File: src/rtl/fetch_slice_pkg.sv
// Shared types and constants for the instruction fetch slice.
// The state encoding, bubble word and default reset PC all live here.
package fetch_slice_pkg;

  localparam int unsigned XLEN = 16;

  localparam logic [XLEN-1:0] NOP_INSTR_DEF = 16'hF000;
  localparam logic [XLEN-1:0] RESET_PC_DEF  = 16'h0000;

  typedef enum logic [1:0] {
    S_FETCH   = 2'd0,
    S_HOLD    = 2'd1,
    S_DISCARD = 2'd2
  } fetch_state_e;

  typedef struct packed {
    logic [XLEN-1:0] instr;
    logic [XLEN-1:0] pc_inc;
  } ifid_word_t;

  // Word-addressed increment; 16'hFFFF rolls over to 16'h0000 silently.
  function automatic logic [XLEN-1:0] pc_plus1(input logic [XLEN-1:0] pc);
    return pc + 16'h0001;
  endfunction

endpackage

File: src/rtl/fetch_slice_if.sv
// Bundle of instruction-memory, decode-feedback and IF/ID signals.
// The master side is the fetch slice; the slave side is memory plus decode.
interface fetch_slice_if;
  import fetch_slice_pkg::*;

  logic            imem_req;
  logic [XLEN-1:0] imem_addr;
  logic            imem_rdy;
  logic [XLEN-1:0] imem_data;
  logic            stall;
  logic            redirect;
  logic [XLEN-1:0] redirect_pc;
  logic [XLEN-1:0] instr;
  logic [XLEN-1:0] PC_inc;
  logic            if_valid;

  modport master (
    output imem_req, imem_addr, instr, PC_inc, if_valid,
    input  imem_rdy, imem_data, stall, redirect, redirect_pc
  );

  modport slave (
    input  imem_req, imem_addr, instr, PC_inc, if_valid,
    output imem_rdy, imem_data, stall, redirect, redirect_pc
  );

endinterface

File: src/rtl/fetch_slice_if_id_reg.sv
// IF/ID pipeline register: load a new word, hold, or flush to a bubble.
// A flush keeps PC_inc so the last real return address stays visible.
module if_id_reg
  import fetch_slice_pkg::*;
#(
  parameter logic [XLEN-1:0] NOP_INSTR = NOP_INSTR_DEF
) (
  input  logic            clk,
  input  logic            rst,
  input  logic            load_i,
  input  logic            flush_i,
  input  ifid_word_t      d_i,
  output logic [XLEN-1:0] instr_o,
  output logic [XLEN-1:0] pc_inc_o,
  output logic            valid_o
);

  logic [XLEN-1:0] instr_q;
  logic [XLEN-1:0] pc_inc_q;
  logic            valid_q;

  always_ff @(posedge clk or negedge rst) begin
    if (!rst) begin
      instr_q  <= NOP_INSTR;
      pc_inc_q <= 16'h0000;
      valid_q  <= 1'b0;
    end else if (flush_i) begin
      instr_q  <= NOP_INSTR;
      valid_q  <= 1'b0;
    end else if (load_i) begin
      instr_q  <= d_i.instr;
      pc_inc_q <= d_i.pc_inc;
      valid_q  <= 1'b1;
    end else begin
      instr_q  <= instr_q;
      pc_inc_q <= pc_inc_q;
      valid_q  <= valid_q;
    end
  end

  assign instr_o  = instr_q;
  assign pc_inc_o = pc_inc_q;
  assign valid_o  = valid_q;

endmodule

File: src/rtl/fetch_slice.sv
// Instruction fetch stage: PC sequencing, stall skid buffer and redirect handling.
// Requests are never cancelled; a redirect during an outstanding fetch drains it in DISCARD.
module fetch_slice
  import fetch_slice_pkg::*;
#(
  parameter logic [XLEN-1:0] RESET_PC  = RESET_PC_DEF,
  parameter logic [XLEN-1:0] NOP_INSTR = NOP_INSTR_DEF
) (
  input  logic         clk,
  input  logic         rst,
  fetch_slice_if.master bus
);

  localparam logic [1:0] ST_FETCH   = S_FETCH;
  localparam logic [1:0] ST_HOLD    = S_HOLD;
  localparam logic [1:0] ST_DISCARD = S_DISCARD;

  logic [1:0]      state_q, state_d;
  logic [XLEN-1:0] pc_q, pc_d;
  logic [XLEN-1:0] stale_q, stale_d;
  ifid_word_t      skid_q, skid_d;

  logic            ifid_load;
  logic            ifid_flush;
  ifid_word_t      ifid_d;
  logic [XLEN-1:0] pc_inc;

  assign pc_inc = pc_plus1(pc_q);

  always_comb begin
    state_d       = state_q;
    pc_d          = pc_q;
    stale_d       = stale_q;
    skid_d        = skid_q;
    ifid_load     = 1'b0;
    ifid_flush    = 1'b0;
    ifid_d.instr  = bus.imem_data;
    ifid_d.pc_inc = pc_inc;
    case (state_q)
      ST_FETCH: begin
        if (bus.redirect) begin
          ifid_flush = 1'b1;
          pc_d       = bus.redirect_pc;
          skid_d     = '0;
          if (bus.imem_rdy) begin
            state_d = ST_FETCH;
          end else begin
            stale_d = pc_q;
            state_d = ST_DISCARD;
          end
        end else if (bus.imem_rdy) begin
          pc_d = pc_inc;
          if (bus.stall) begin
            skid_d.instr  = bus.imem_data;
            skid_d.pc_inc = pc_inc;
            state_d       = ST_HOLD;
          end else begin
            ifid_load = 1'b1;
          end
        end else begin
          // Nothing arrived: decode sees a bubble unless it is holding its word.
          ifid_flush = ~bus.stall;
        end
      end
      ST_HOLD: begin
        if (bus.redirect) begin
          ifid_flush = 1'b1;
          pc_d       = bus.redirect_pc;
          skid_d     = '0;
          state_d    = ST_FETCH;
        end else if (!bus.stall) begin
          ifid_d    = skid_q;
          ifid_load = 1'b1;
          state_d   = ST_FETCH;
        end else begin
          state_d = ST_HOLD;
        end
      end
      ST_DISCARD: begin
        ifid_flush = 1'b1;
        if (bus.redirect) begin
          pc_d = bus.redirect_pc;
        end else begin
          pc_d = pc_q;
        end
        if (bus.imem_rdy) begin
          state_d = ST_FETCH;
        end else begin
          state_d = ST_DISCARD;
        end
      end
      default: begin
        ifid_flush = 1'b1;
        state_d    = ST_FETCH;
      end
    endcase
  end

  always_ff @(posedge clk or negedge rst) begin
    if (!rst) begin
      state_q <= ST_FETCH;
      pc_q    <= RESET_PC;
      stale_q <= 16'h0000;
      skid_q  <= '0;
    end else begin
      state_q <= state_d;
      pc_q    <= pc_d;
      stale_q <= stale_d;
      skid_q  <= skid_d;
    end
  end

  assign bus.imem_req  = (state_q != ST_HOLD);
  assign bus.imem_addr = (state_q == ST_DISCARD) ? stale_q : pc_q;

  if_id_reg #(
    .NOP_INSTR (NOP_INSTR)
  ) u_if_id_reg (
    .clk      (clk),
    .rst      (rst),
    .load_i   (ifid_load),
    .flush_i  (ifid_flush),
    .d_i      (ifid_d),
    .instr_o  (bus.instr),
    .pc_inc_o (bus.PC_inc),
    .valid_o  (bus.if_valid)
  );

endmodule

File: src/flat_wrapper.sv
// flat-port wrapper written by rule: the top's interface ports become plain ports
module fetch_slice_flat import fetch_slice_pkg::*;
#(
  parameter logic [XLEN-1:0] RESET_PC  = RESET_PC_DEF,
  parameter logic [XLEN-1:0] NOP_INSTR = NOP_INSTR_DEF
)
  (clk, rst, bus_imem_req, bus_imem_addr, bus_instr, bus_PC_inc, bus_if_valid, bus_imem_rdy, bus_imem_data, bus_stall, bus_redirect, bus_redirect_pc);
  fetch_slice_if bus_i ();
  input  logic clk;
  input  logic rst;
  output wire logic [$bits(bus_i.imem_req)-1:0] bus_imem_req;
  output wire logic [$bits(bus_i.imem_addr)-1:0] bus_imem_addr;
  output wire logic [$bits(bus_i.instr)-1:0] bus_instr;
  output wire logic [$bits(bus_i.PC_inc)-1:0] bus_PC_inc;
  output wire logic [$bits(bus_i.if_valid)-1:0] bus_if_valid;
  input wire logic [$bits(bus_i.imem_rdy)-1:0] bus_imem_rdy;
  input wire logic [$bits(bus_i.imem_data)-1:0] bus_imem_data;
  input wire logic [$bits(bus_i.stall)-1:0] bus_stall;
  input wire logic [$bits(bus_i.redirect)-1:0] bus_redirect;
  input wire logic [$bits(bus_i.redirect_pc)-1:0] bus_redirect_pc;
  assign bus_imem_req = bus_i.imem_req;
  assign bus_imem_addr = bus_i.imem_addr;
  assign bus_instr = bus_i.instr;
  assign bus_PC_inc = bus_i.PC_inc;
  assign bus_if_valid = bus_i.if_valid;
  assign bus_i.imem_rdy = bus_imem_rdy;
  assign bus_i.imem_data = bus_imem_data;
  assign bus_i.stall = bus_stall;
  assign bus_i.redirect = bus_redirect;
  assign bus_i.redirect_pc = bus_redirect_pc;
  fetch_slice #(.RESET_PC(RESET_PC), .NOP_INSTR(NOP_INSTR)) u_core (.clk(clk), .rst(rst), .bus(bus_i));
endmodule
File: config.mk
export PLATFORM = sky130hd
export DESIGN_NAME = fetch_slice_flat
export DESIGN_NICKNAME = d
export VERILOG_FILES = /design/src/rtl/fetch_slice_pkg.sv /design/src/rtl/fetch_slice_if.sv /design/src/rtl/fetch_slice_if_id_reg.sv /design/src/rtl/fetch_slice.sv /design/src/flat_wrapper.sv
export SDC_FILE = /design/constraint.sdc
export NUM_CORES = 1
export LEC_CHECK = 0
export CELL_PAD_IN_SITES_DETAIL_PLACEMENT = 1
export CELL_PAD_IN_SITES_GLOBAL_PLACEMENT = 2
export CORE_UTILIZATION = 38
export CTS_CLUSTER_SIZE = 25
export DETAILED_ROUTE_END_ITERATION = 10
export MAX_ROUTING_LAYER = met4
export PLACE_DENSITY_LB_ADDON = 0.1
export REMOVE_ABC_BUFFERS = 1
export SETUP_SLACK_MARGIN = 0.5
export SYNTH_ARGS = -nofsm -noshare
export SYNTH_HDL_FRONTEND = slang
export SYNTH_HIERARCHICAL = 1
export SYNTH_SLANG_ARGS = --single-unit
File: constraint.sdc
create_clock -name clk -period 5.38 [get_ports clk]
set_clock_uncertainty 0.1 [all_clocks]
set_input_delay 0.538 -clock clk [delete_from_list [all_inputs] [get_ports clk]]
set_output_delay 0.538 -clock clk [all_outputs]
set_load 0.01 [all_outputs]
==> impl_metrics.json, run 1 <==
{
  "fp-row-count": 42,
  "post-route-drc-count": 0,
  "maxClockFrequency_ghz": 0.311,
  "cts_buffers": 9,
  "timing.critical_path.cells": "inv_1 -> ha_1 -> inv_1 -> a211o_1 -> nor2b_2 -> mux2_2",
  "detail_route.iter0.violations": 111,
  "critPathMaxStageDelay_ns": 0.93,
  "grt_antenna_before_repair": 0,
  "antenna_violating_nets_post_route": 0,
  "run_status": "complete, no violations",
  "layout.cells.most_common": "sky130_fd_sc_hd__dfrtp_1",
  "critical_path.max_fanout": 18,
  "grt_pass1_wl_mm": 21.4,
  "timing.max_slew.rel_slack_pct": 27.1,
  "numPlacedInstances": 691,
  "grt_max_degree": 58,
  "coreArea_um2": 13200,
  "dp_hpwl_mm": 8.24,
  "tightestPinTransition_ns": 1.09,
  "leakage_uw": 0.00270,
  "dr.pass1.iters": 4,
  "holdCritPathClass": "in -> async",
  "grt_setup_unrepaired": "false",
  "grt_remaining_overflow": 0,
  "io_pins": 87,
  "part_of_the_yosys_area_used_for_sequential_elements_pct": 48.0,
  "multiInputGateArea_um2": 2440,
  "die_x_um": 119,
  "number_of_synthesized_register_bits": 99,
  "ys.warnings.count": 6,
  "timing.critical_path.slowest_stage_cell": "sky130_fd_sc_hd__nor2b_2",
  "regToRegSetupSlack_ns": 2.17,
  "clock_tree.buffer_depth": 2,
  "die_y_um": 119,
  "clock_latency_ns": 0.36,
  "start_kind": "flop",
  "worst_path_dominant_cell_family": "simple AND/OR/NAND/NOR gates",
  "setup-violations-final": 0,
  "post_synth_top_area_cell": "sky130_fd_sc_hd__dfrtp_1",
  "ys_top_cells_by_area": "sky130_fd_sc_hd__dfrtp_1 46%, sky130_fd_sc_hd__mux2_4 7.6%, sky130_fd_sc_hd__mux2_2 7.0%, sky130_fd_sc_hd__nor2_1 3.1%, sky130_fd_sc_hd__a22o_1 2.7%",
  "clock_tree_from_tritoncts": "yes",
  "clock-sinks": 99,
  "drive_above_1_share_pct": 18.8,
  "period_share_pct": 59.7,
  "layout_common_cells": "95 x sky130_fd_sc_hd__dfrtp_1, 85 x sky130_fd_sc_hd__clkdlybuf4s50_1, 43 x sky130_fd_sc_hd__nor2_1, 35 x sky130_fd_sc_hd__nand2_1, 32 x sky130_fd_sc_hd__mux2_2",
  "number_of_unique_standard_cell_types_used_by_synthesis": 52,
  "num-fill-cells": 1472,
  "crit_path_frequent_cell": "sky130_fd_sc_hd__inv_1",
  "start_util_pct": 39.0,
  "max-vdd-ir-drop_uv": 230,
  "clk_transition_reported_paths_ns": 0.07,
  "syn_area_um2": 5170,
  "maxCapViolations": 0,
  "finish.cell_count_without_fillers": 707,
  "cts-htree-levels": 3,
  "io_buffers": 86,
  "synth-edff-count": 0,
  "min_period_ns": 3.21,
  "wl_per_cell_um": 17.8,
  "cts_hold_buf": 0,
  "gp_congestion": 0.761,
  "critPathArrivalTime_ns": 3.35,
  "synthesis.instances": 460,
  "grt_use_total_pct": 19.9,
  "postCtsSetupRepairBufs": 0,
  "detail_route.wirelength_mm": 12.6,
  "syn-mean-instance-area_um2": 11.2,
  "areaGrowthSynthToFinish_pct": 23.2,
  "final_total_negative_setup_slack_ns": 0,
  "vias": 3766,
  "cts.root.buffer_cell": "sky130_fd_sc_hd__clkbuf_16",
  "floorplan.die_area_um2": 14100,
  "crit_path_end_kind": "flop",
  "regArea_um2": 2480,
  "synth.top_cell.area_share_pct": 46.0,
  "p_total_uw": 3210,
  "critical_path_buf_inv_count": 2,
  "first_global_vias": 4078,
  "report.final.slew_viol_count": 0,
  "num-nets-final": 568,
  "n_antenna_cell": 0,
  "hold_viol_final": 0,
  "wp_data_required_ns": 5.52,
  "viasPerCell": 5.33,
  "synth_flop_cell": "sky130_fd_sc_hd__dfrtp_1",
  "cellPowerDensity_nw_per_um2": 504,
  "cts_repair_resizes": 0,
  "share_of_flip_flops_with_an_asynchronous_set_or_reset_after_synthesis_pct": 100,
  "critical_path_class": "reg -> reg"
}
[power by group]
group	total (uW)	switching (uW)	internal, uW
Clock	649	324	326
Sequential	1220	238	984
Combinational	1340	632	707
Total	3210	1190	2020
[through the flow]
| step | utilization, % | setup WS [ns] | hold slack (ns) | cell area (um^2) |
|---|---|---|---|---|
| after floorplan | - | 1.32 | 0.142 | 4950 |
| after global placement | 45.9 | 1.95 | 0.363 | 6070 |
| after detailed placement | 45.9 | 1.86 | 0.372 | 6070 |
| after CTS | 48.1 | 2.13 | 0.172 | 6370 |
| after global routing | 48.1 | 1.96 | 0.192 | 6370 |
| final | 48.1 | 2.17 | 0.136 | 6370 |
[final cells by class]
type                       instances  area share [%]
sequential                        99            39.0
multi-input combinational        316            38.3
timing repair buffer              91            14.1
clock buffer                       9            3.54
tap                              176            3.46
clock inverter                     7            1.06
inverter                           9           0.531
[path summary, 6_finish.rpt]
kind | startpoint | endpoint | cells past startpoint
max | u_core/state_q[0]$_DFFE_PN0P_ | u_core/u_if_id_reg/pc_inc_o[0]$_DFFE_PN0P_ | 6
max in group asynchronous | rst | u_core/skid_q[26]$_DFFE_PN0P_ | 2
max reg2reg | u_core/state_q[0]$_DFFE_PN0P_ | u_core/u_if_id_reg/pc_inc_o[0]$_DFFE_PN0P_ | 6
min reg2reg | u_core/skid_q[7]$_DFFE_PN0P_ | u_core/skid_q[7]$_DFFE_PN0P_ | 2
min in group clk | u_core/skid_q[7]$_DFFE_PN0P_ | u_core/skid_q[7]$_DFFE_PN0P_ | 2
min | rst | u_core/skid_q[31]$_DFFE_PN0P_ | 1
[worst register-to-register path: stages, from the launching register on]
cell	delay (ns)
sky130_fd_sc_hd__dfrtp_1	0.42
sky130_fd_sc_hd__inv_1	0.11
sky130_fd_sc_hd__ha_1	0.34
sky130_fd_sc_hd__inv_1	0.18
sky130_fd_sc_hd__a211o_1	0.57
sky130_fd_sc_hd__nor2b_2	0.94
sky130_fd_sc_hd__mux2_2	0.43
[flip-flops by register name, indices dropped and copies added, names as in the netlist]
signal	flops
u_core/skid_q	32
u_core/u_if_id_reg/valid_o	1
u_core/state_q	2
u_core/u_if_id_reg/instr_o	16
u_core/pc_q	16
u_core/u_if_id_reg/pc_inc_o	16
u_core/stale_q	16
[synth_stat cells, types with 7 or more instances]
master and n:
sky130_fd_sc_hd__dfrtp_1 95, sky130_fd_sc_hd__nor2_1 43, sky130_fd_sc_hd__nand2_1 35, sky130_fd_sc_hd__mux2_2 32, sky130_fd_sc_hd__o21ai_0 27, sky130_fd_sc_hd__mux2_4 26, sky130_fd_sc_hd__a21oi_1 23, sky130_fd_sc_hd__a22o_1 16
sky130_fd_sc_hd__buf_2 14, sky130_fd_sc_hd__mux2i_1 14, sky130_fd_sc_hd__clkbuf_1 12, sky130_fd_sc_hd__a31oi_1 9, sky130_fd_sc_hd__xnor2_1 9, sky130_fd_sc_hd__inv_1 8, sky130_fd_sc_hd__o21ai_1 7
[logic make-up after synthesis]
group	after synthesis	synth area share, %
xor gates and xnor gates	14	2.37
and+or+nand+nor	114	12.2
AOI/OAI and AO/OA	111	13.9
adders and majority gates	5	1.21
DFF	99	48.0
muxes	72	17.2
buffers and inverters	45	4.96
[layer usage]
| layer | routed length (um) | GRT usage [%] | share of wire, % |
|---|---|---|---|
| met5 | 0 | - | 0 |
| met4 | 179 | 7.12 | 1.4 |
| met3 | 363 | 2.99 | 2.9 |
| met2 | 5880 | 30.9 | 47 |
| met1 | 6190 | 26.3 | 49 |
Power figures use the tool's default switching activity.
==> inputs of run 2 (changes only) <==
Settings changed: CORE_UTILIZATION 38 to 31.
Clock period 5.38 ns to 2.73 ns, I/O delays scaled along.
==> impl_metrics.json, run 2 (synthesis results as in run 1) <==
{
  "vias": 3815,
  "top_routing_layer_in_use": "met4",
  "io_pins": 87,
  "grt_antenna_before_repair": 0,
  "regArea_um2": 2480,
  "clock_tree.buffer_depth": 2,
  "n_antenna_cell": 0,
  "detail_route.wirelength_mm": 13.8,
  "drive_above_1_share_pct": 25.5,
  "floorplan.die_area_um2": 17200,
  "gp_congestion": 0.738,
  "wirelength_met1_mm": 6.66,
  "post-route-drc-count": 0,
  "cellPowerDensity_nw_per_um2": 959,
  "start_kind": "flop",
  "grt_pass1_wl_mm": 23.0,
  "timing.max_slew.rel_slack_pct": 63.1,
  "grt_use_total_pct": 17.7,
  "finish.cell_count_without_fillers": 769,
  "max-vdd-ir-drop_uv": 398,
  "run_status": "complete, no violations",
  "grt_remaining_overflow": 0,
  "layout_common_cells": "94 x sky130_fd_sc_hd__dfrtp_1, 69 x sky130_fd_sc_hd__clkdlybuf4s50_1, 43 x sky130_fd_sc_hd__nor2_1, 34 x sky130_fd_sc_hd__nand2_1, 32 x sky130_fd_sc_hd__mux2_2",
  "setup-violations-final": 0,
  "tightestPinTransition_ns": 0.554,
  "routed-wl-met3_um": 508,
  "fp-row-count": 46,
  "timing.critical_path.cells": "inv_2 -> ha_4 -> buf_4 -> buf_12 -> mux2_2 -> dlygate4sd2_1",
  "clock_latency_ns": 0.35,
  "numPlacedInstances": 744,
  "period_share_pct": 82.5,
  "grt_max_degree": 100,
  "report.final.slew_viol_count": 0,
  "start_util_pct": 32.2,
  "layout.cells.most_common": "sky130_fd_sc_hd__dfrtp_1",
  "areaGrowthSynthToFinish_pct": 28.3,
  "leakage_uw": 0.00284,
  "dp_hpwl_mm": 8.86,
  "num-fill-cells": 1744,
  "wl_per_cell_um": 18.0,
  "cts_buffers": 9,
  "preCtsSetupSlack_ns": 0.352,
  "coreArea_um2": 16100,
  "dr.pass1.iters": 4,
  "maxCapViolations": 0,
  "critPathArrivalTime_ns": 1.88,
  "maxClockFrequency_ghz": 0.444,
  "critPathMaxStageDelay_ns": 0.40,
  "setup_ws_ns": 0.479,
  "cts.root.buffer_cell": "sky130_fd_sc_hd__clkbuf_16",
  "critical_path_class": "reg -> out",
  "clk_transition_reported_paths_ns": 0.07,
  "clock-sinks": 99,
  "critical_path_buf_inv_count": 4,
  "first_global_vias": 4139,
  "clock_tree_from_tritoncts": "yes",
  "num-nets-final": 590,
  "hold_viol_final": 0,
  "timing.critical_path.slowest_stage_cell": "sky130_fd_sc_hd__dfrtp_1",
  "grt_setup_unrepaired": "true",
  "die_y_um": 131,
  "cts-htree-levels": 3,
  "worst_path_dominant_cell_family": "buffers and inverters",
  "viasPerCell": 4.96,
  "max_ffs_per_register": 32,
  "register_with_the_most_flip_flops": "u_core/skid_q",
  "wl_met2_mm": 6.51,
  "detail_route.iter0.violations": 127,
  "io_buffers": 86,
  "holdCritPathClass": "reg -> reg",
  "die_x_um": 131,
  "wp_data_required_ns": 2.36,
  "min_period_ns": 2.25,
  "critical_path.max_fanout": 10,
  "crit_path_end_kind": "output pin",
  "antenna_violating_nets_post_route": 0,
  "multiInputGateArea_um2": 2470
}
## run 2: cell count changes in the layout (fill, tap and decap cells not counted), moves of 3 or more
cell | previous run | this run
sky130_fd_sc_hd__dlygate4sd2_1 | 0 | 4
sky130_fd_sc_hd__ha_1 | 5 | 2
sky130_fd_sc_hd__buf_4 | 6 | 18
sky130_fd_sc_hd__clkdlybuf4s50_1 | 85 | 69
sky130_fd_sc_hd__buf_12 | 0 | 5
sky130_fd_sc_hd__inv_6 | 4 | 1
sky130_fd_sc_hd__clkbuf_2 | 0 | 12
## run 2: through the flow
| step | total power, uW | hold slack (ns) | instance area (um^2) | TNS, ns | utilization, % |
|---|---|---|---|---|---|
| after floorplan | 3900 | -0.123 | 4950 | -26.92 | - |
| after global placement | 5090 | 0.284 | 6250 | 0 | 38.9 |
| after detailed placement | 5170 | 0.292 | 6250 | 0 | 38.9 |
| after CTS | 6490 | 0.383 | 6640 | 0 | 41.3 |
| after global routing | 6830 | 0.409 | 6630 | 0 | 41.3 |
| final | 6360 | 0.382 | 6630 | 0 | 41.3 |
## run 2: path summary, 6_finish.rpt
| kind | start | to | slack [ns] | depth (start not counted) |
|---|---|---|---|---|
| min in group asynchronous | rst | u_core/u_if_id_reg/valid_o$_DFFE_PN0P_ | 0.42 | 3 |
| max in group asynchronous | rst | u_core/state_q[1]$_DFFE_PN0P_ | 1.67 | 3 |
| worst max register to register | u_core/state_q[1]$_DFFE_PN0P_ | u_core/u_if_id_reg/pc_inc_o[0]$_DFFE_PN0P_ | 0.53 | 7 |
| worst max-delay path | u_core/state_q[0]$_DFFE_PN0P_ | bus_imem_addr[10] | 0.48 | 6 |
| worst min register to register | u_core/skid_q[11]$_DFFE_PN0P_ | u_core/skid_q[11]$_DFFE_PN0P_ | 0.38 | 2 |
| worst min-delay path | u_core/skid_q[11]$_DFFE_PN0P_ | u_core/skid_q[11]$_DFFE_PN0P_ | 0.38 | 2 |
## run 2: power by group
part	internal (uW)	leakage, uW	switching (uW)
Clock	654	0.000137	610
Sequential	1940	0.00125	435
Combinational	1390	0.00146	1330
Total	3990	0.00284	2370
## run 2: tightest hold or removal path, cell delays in order (launching register included)
cell	delay [ns]
sky130_fd_sc_hd__dfrtp_1	0.34
sky130_fd_sc_hd__nand2_1	0.04
sky130_fd_sc_hd__o21ai_0	0.06
## run 2: final cells by class
| class | count | share of cell area, % |
|---|---|---|
| Sequential cell | 99 | 37.4 |
| Multi-Input combinational cell | 317 | 37.3 |
| Timing Repair Buffer | 112 | 16.4 |
| Tap cell | 216 | 4.07 |
| Clock buffer | 10 | 3.60 |
| Clock inverter | 6 | 0.736 |
| Inverter | 9 | 0.509 |
## run 2: repair_timing
item	CTS	global route
hold endpoints to repair	95	0
endpoints found under the setup margin	44	70
pin swaps	1	0
resized for setup	27	30
cloned	2	0
hold buffers	1	0
setup buffers	4	2
## run 2: metal layers
layer / vias to the layer above / GRT usage, %
met5: - / -
met4: 0 / 4.18
met3: 16 / 3.97
met2: 75 / 27.8
met1: 1913 / 23.2
li1: 1811 / -
